===== src/rtl/alu_serial_ctrl.sv =====
// Bit-serial ALU controller: streams operand bits LSB first through an external
// 1-bit ALU slice, collects the result and carry, and returns one response.
module alu_serial_ctrl #(
    parameter int WIDTH = 8
) (
    input  logic             clk,
    input  logic             rst_n,
    input  logic             req_valid,
    output logic             req_ready,
    input  logic [WIDTH-1:0] req_a,
    input  logic [WIDTH-1:0] req_b,
    input  logic [1:0]       req_op,
    output logic             rsp_valid,
    input  logic             rsp_ready,
    output logic [WIDTH-1:0] rsp_z,
    output logic             rsp_cout,
    output logic             rsp_zero,
    output logic             slice_a,
    output logic             slice_b,
    output logic             slice_cin,
    output logic [1:0]       slice_op,
    input  logic             slice_z,
    input  logic             slice_cout
);

    localparam int IW = (WIDTH > 2) ? $clog2(WIDTH) : 1;
    localparam logic [1:0] OP_SUB = 2'b11;

    typedef enum logic [1:0] {
        S_IDLE,
        S_RUN,
        S_DONE
    } state_t;

    state_t           state;
    state_t           state_next;
    logic [WIDTH-1:0] a_reg;
    logic [WIDTH-1:0] b_reg;
    logic [WIDTH-1:0] result_reg;
    logic [1:0]       op_reg;
    logic [IW-1:0]    idx;
    logic             carry_reg;

    logic accept;
    logic retire;
    logic last_bit;

    assign accept   = (state == S_IDLE) && req_valid;
    assign retire   = (state == S_DONE) && rsp_ready;
    assign last_bit = (idx == IW'(WIDTH - 1));

    // NOTE: sequential state uses non-blocking assignments so every register
    // samples the pre-edge values, independent of statement order.
    always_ff @(posedge clk or negedge rst_n) begin
        if (!rst_n) begin
            state <= S_IDLE;
        end else begin
            state <= state_next;
        end
    end

    // NOTE: every always_comb output is given a default first; a path that
    // leaves one unassigned would infer a latch.
    always_comb begin
        state_next = state;
        case (state)
            S_IDLE:  if (accept)   state_next = S_RUN;
            S_RUN:   if (last_bit) state_next = S_DONE;
            S_DONE:  if (retire)   state_next = S_IDLE;
            default:               state_next = S_IDLE;
        endcase
    end

    // NOTE: these are a handful of flops, not a memory array, so they all take
    // the asynchronous reset and no stale operand survives an abort.
    always_ff @(posedge clk or negedge rst_n) begin
        if (!rst_n) begin
            a_reg      <= '0;
            b_reg      <= '0;
            op_reg     <= '0;
            result_reg <= '0;
            idx        <= '0;
            carry_reg  <= 1'b0;
        end else if (accept) begin
            a_reg      <= req_a;
            b_reg      <= req_b;
            op_reg     <= req_op;
            result_reg <= '0;
            idx        <= '0;
            // Subtraction is A + ~B + 1, so the first carry-in is the +1.
            carry_reg  <= (req_op == OP_SUB);
        end else if (state == S_RUN) begin
            result_reg[idx] <= slice_z;
            if (op_reg[1]) begin
                carry_reg <= slice_cout;
            end
            if (!last_bit) begin
                idx <= idx + 1'b1;
            end
        end
    end

    always_comb begin
        req_ready = (state == S_IDLE);
        rsp_valid = 1'b0;
        rsp_z     = '0;
        rsp_cout  = 1'b0;
        rsp_zero  = 1'b0;
        slice_a   = 1'b0;
        slice_b   = 1'b0;
        slice_cin = 1'b0;
        slice_op  = 2'b00;
        case (state)
            S_RUN: begin
                slice_a   = a_reg[idx];
                slice_b   = b_reg[idx];
                slice_cin = carry_reg;
                slice_op  = op_reg;
            end
            S_DONE: begin
                rsp_valid = 1'b1;
                rsp_z     = result_reg;
                rsp_cout  = op_reg[1] & carry_reg;
                rsp_zero  = (result_reg == '0);
            end
            default: ;
        endcase
    end

endmodule


===== config.mk =====
export PLATFORM = sky130hd
export DESIGN_NAME = alu_serial_ctrl
export DESIGN_NICKNAME = d
export VERILOG_FILES = /design/src/rtl/alu_serial_ctrl.sv
export SDC_FILE = /design/constraint.sdc
export NUM_CORES = 1
export LEC_CHECK = 0
export ABC_AREA = 1
export ABC_CLOCK_PERIOD_IN_PS = 3730
export BUFFER_PORTS_ARGS = -buffer_cell sky130_fd_sc_hd__buf_2
export CORE_MARGIN = 5
export CORE_UTILIZATION = 31
export CTS_CLUSTER_DIAMETER = 50
export DETAILED_ROUTE_END_ITERATION = 10
export PLACE_DENSITY = 0.56
export RECOVER_POWER = 50
export SLEW_MARGIN = 20
export SYNTH_ARGS = -nofsm -noshare
export SYNTH_HDL_FRONTEND = slang
export SYNTH_SLANG_ARGS = --single-unit

===== constraint.sdc =====
create_clock -name clk -period 3.73 [get_ports clk]
set_input_delay 0.746 -clock clk [delete_from_list [all_inputs] [get_ports clk]]
set_output_delay 0.746 -clock clk [all_outputs]
set_load 0.05 [all_outputs]

; ---- Word-level counts from Yosys, hierarchy flattened
; Index checks and enable logic that the tools add are counted.
; Widths: inputs -> output; s select.
[word_totals]
out_inout_bits = 17
latchBits = 0
mem_count = 0
reg_bits = 32
elab_cells = 56
input_bits = 24
ramBits = 0
rom_bits = 0
[classes]
multipliers = 0
n_eq_ne = 8
order_cmp = 2
mux = 27
n_addsub = 1
n_reduce_logical = 10
div_mod_pow = 0
bitwise_logic = 1
shifts = 0
[ops]
columns = operator, n
row1 = $mux 8, 3
row2 = $mux 1, 12
row3 = $mux 3, 3
row4 = $bwmux 8, 1
row5 = $logic_not 8->1, 1
row6 = $mux 2, 4
row7 = $bmux 1 s3, 2
row8 = $ne 2x2->1 const B, 3
row9 = $pmux 2 s3, 1
row10 = $eq 2x2->1 const B, 2
row11 = $lt 3x4->1 const B, 1
row12 = $reduce_and 2->1, 2
row13 = $reduce_bool 2->1, 2
row14 = $add 3x1->3 const B, 1
row15 = $demux 1 s3, 1
row16 = $eq 3x3->1 const B, 1
row17 = $ge 3x1->1 const B, 1
row18 = $logic_and 1x1->1, 3
row19 = $reduce_and 3->1, 1
row20 = $eq 2x1->1 const B, 1
row21 = $logic_not 2->1, 1
row22 = $ne 2x1->1 const B, 1
row23 = $and 1x1->1, 1

; ---- Depth between registers and ports, before layout
[depth]
depth_word = 7
ltp_mapped = 8
ltp_nobuf = 7

; ---- Worst setup path after synthesis
; No wires, ideal clock.
[synth_path]
path_kind = register to output
startpoint = register state[1]
endpoint = output port rsp_zero
path_stages_with_launch = 5
arrival_ns = 2.087
required_ns = 2.984
slack_ns = 0.897
path_cell_list = dfrtp_1 > inv_2 > nor2_2 > inv_2 > nor3_1
[synth_via]
elab_chain_len = 2
[synth_lines]
columns = element, line
row1 = from (decl), 35  ; state_t state;
row2 = from (signal assigned), 58  ; state <= state_next;
row3 = $eq 2x2->1, 113  ; case (state)
row4 = $mux 1, 113
row5 = to (decl), 17  ; output logic rsp_zero,
; No other way between the ends.

; ---- Final worst setup path
[layout_path]
startpoint = register idx[0]
endpoint = output port slice_b
[layout_via]
elab_chain_len = 3
[layout_lines]
columns = element, line
row1 = from (decl), 41  ; logic [IW-1:0] idx;
row2 = from (signal assigned), 98  ; idx <= idx + 1'b1;
row3 = $bmux 1 s3, 116  ; slice_b = b_reg[idx];
row4 = $mux 1 (not written as such), 116
row5 = $mux 1, 113
row6 = to (decl), 19  ; output logic slice_b,
; No other way between the ends. The select of a mux whose other input is x is not followed.

==> reports/qor.txt <==
H-tree Lvls = 2
Max-cap violations = 1
Nets@finish = 289
Vias/cell = 4.326
Min Hold Slack = 0.4813 ns
Crit path arrival time = 1.86 ns
Reg2reg end = result_reg[7]
Synth warn = 0
Mapped cell area = 1684 sq um
Hold_sp = a_reg[2]
Area Growth Syn to Fin = 18.35%
Total Wirelength = 3776 um
Mean post-synth cell area = 7.485 sq um
CP most frequent cell = nand2_1
Normalized max-slew margin = -0.1323
Sequential share of power = 0.373
Die Y = 83.71 um
Final hold viol count = 0
CP Class = flop to primary output
PwrDens = 845.8 nW/um^2
Critical path origin = idx[0]
Worst path max stage delay = 0.65 ns
Share of cells above drive strength 1 = 0.2121
Switching power = 0.0007982 W
Synth Area in Simple Gates = 0.3180
Wire length per cell = 11.31 um
Clock share of power = 0.161
Worst slew pin tran = 1.698 ns
Worst r2r path cells = 6
Core Area = 5205 sq um
Hold buffer count at cts = 0
Failing checks = max-capacitance violations, max-slew violations
Post-synth top area share = 0.4755
Final GP Congestion = 0.7746
Worst skew pair latency = 0.28 ns
Vias in the first global route = 1452
Xor/xnor share of the synthesized area = 0
IO Port Bufs = 40
Main combinational cell family by area after synthesis = simple AND/OR/NAND/NOR gates
Die Span X = 83.71 um
Largest cells by area after synthesis = dfrtp_1, nand2_1, inv_1
Root Buffer = clkbuf_8
DP Wirelength = 2674 um
First-pass GRT wire length = 6727 um
Internal power = 0.0008876 W
Seq/Total Area, Yosys = 0.4755
CTS tree = yes
Max Fanout on Critical Path = 16
Syn Inst Count = 225
Iteration-0 DRC Markers = 75
Largest net degree at the start of global routing = 33
Area share of fa/ha/maj cells after synthesis = 0.01486
Outcome = finished, violations left
Setup violations, final = 0
Final Skew = 0.007678 ns
Seq cells post-synth = 32
Diode count = 0
Hold crit path type = flop to flop
Drt pass-1 iters = 4
Gr ovfl total = 0
TritonCTS Sinks = 32
Leakage = 1.116 nW
Synth Area in Compound Gates = 0.08395
DRC viols = 0
Fmax = 383.2 MHz
Dominant cell type by area after synthesis = dfrtp_1
RR Startpoint = state[0]
CTS Buf Count = 5
Vias = 1445
Worst setup endpoint = slice_b
I/O Pins = 41
CTS resizes = 0
Crit path launch type = flop
Starting Density = 0.3236
Crit path time final = 2.610 ns
TNS Setup = 0 ns
Row count = 26
Total track usage = 0.1179
Max stage delay cell, worst path = dfrtp_1
Synth Net Count = 251
Sw frac = 0.4735
Mux cell area share after synthesis = 0
Clk buf depth = 2
Crit path capture type = primary output
Final period util = 0.6997
R2R setup slack = 1.46 ns
Antenna violations before repair = 0
Max VDD drop = 0.0002837 V
Yosys cell types = 20
Crit-path cells = inv_2 > nand2_1 > nand3_1 > nand2_1 > nor2_1 > a21oi_1 > buf_2
RSZ-0062 raised after global routing = false
Post-CTS setup buffer count = 0
Comb pwr share = 0.466
DIE AREA = 7007 sq um
Antenna-violating nets left = 0
Slew Limit Fails = 33
Worst EP required = 2.98 ns
Clk pin slew, worst setup/hold paths = 0.07 ns
[worst min-delay path by stage]
stage	endpoint	slack [ns]	cells after the start
floorplan	a_reg[0]	0.45	0
global placement	b_reg[7]	0.47	2
detailed placement	a_reg[2]	0.47	2
CTS	a_reg[2]	0.48	2
global route	b_reg[1]	0.51	2
finish	a_reg[2]	0.48	2
[cells in the final DEF, fill, tap and decap left out]
cell type,synthesis,final
a21oi_1,4,4
buf_2,4,39
clkbuf_1,0,3
clkbuf_8,0,6
dfrtp_1,32,32
ha_1,2,2
inv_1,26,27
inv_2,5,4
nand2_1,79,80
nand3_1,9,9
nand4_1,9,9
nor2_1,15,15
nor2_2,3,3
nor2_4,1,1
nor3_1,3,3
nor3_2,3,3
o21ai_0,8,11
o21ai_1,15,12
o22ai_1,1,1
[worst max-delay path, delay by kind of cell (launching register included)]
kind	cells	cell delay, ns
AOI/OAI and AO/OA	1	0.14
buffers and inverters	2	0.50
DFF	1	0.65
and+or+nand+nor	4	0.28
[power groups by stage]
stage | Sequential [W] | Clock (W) | Combinational (W)
after floorplan | 0.000580 | 0 | 0.000692
after global placement | 0.000634 | 0 | 0.000789
after detailed placement | 0.000632 | 0 | 0.000802
after CTS | 0.000628 | 0.000280 | 0.000804
after global routing | 0.000653 | 0.000295 | 0.000917
final | 0.000629 | 0.000271 | 0.000786
[synthesized netlist by cell type]
cell type,n
nand2_1,79
o21ai_0,8
nor3_1,3
inv_1,26
nor2_1,15
nand3_1,9
nand2_2,1
ha_1,2
nor2_4,1
o21ai_1,15
nand4_1,9
nor2_2,3
buf_6,2
buf_2,4
inv_2,5
nor3_2,3
a21oi_1,4
o22ai_1,1
buf_4,3
dfrtp_1,32
[area by class of cell]
class	count	area, sq um
tap	70	87.58
clock buffer	8	90.09
timing repair buffer	40	198.9
fill	582	3212
sequential	32	800.8
multi-input combinational	153	699.4
inverter	31	116.4
[layer usage]
metal  track usage  wire (um)  part of all wire  vias up
met3       0.03653        198             0.052        5
met2        0.1815       1602              0.42       34
met5             0          0                 0        -
met4       0.04386         68             0.018        0
li1              -          -                 -      778
met1        0.1549       1906              0.50      628
[per-stage QoR]
step	power [W]	util	instances	setup slack (ns)	cell area [sq um]
after floorplan	0.001273	-	225	0.8966	1684
after global placement	0.001423	0.3663	326	1.494	1907
after detailed placement	0.001434	0.3663	326	1.457	1907
after CTS	0.001712	0.3837	334	1.138	1997
after global routing	0.001864	0.3829	334	0.9608	1993
final	0.001686	0.3829	334	1.120	1993
[logic make-up after synthesis]
kind of cell / Yosys count
simple gates: 123
fa+ha+maj: 2
flops: 32
compound gates: 28
buf+inv: 40
Note: power is estimated with default switching activity, not from simulation.
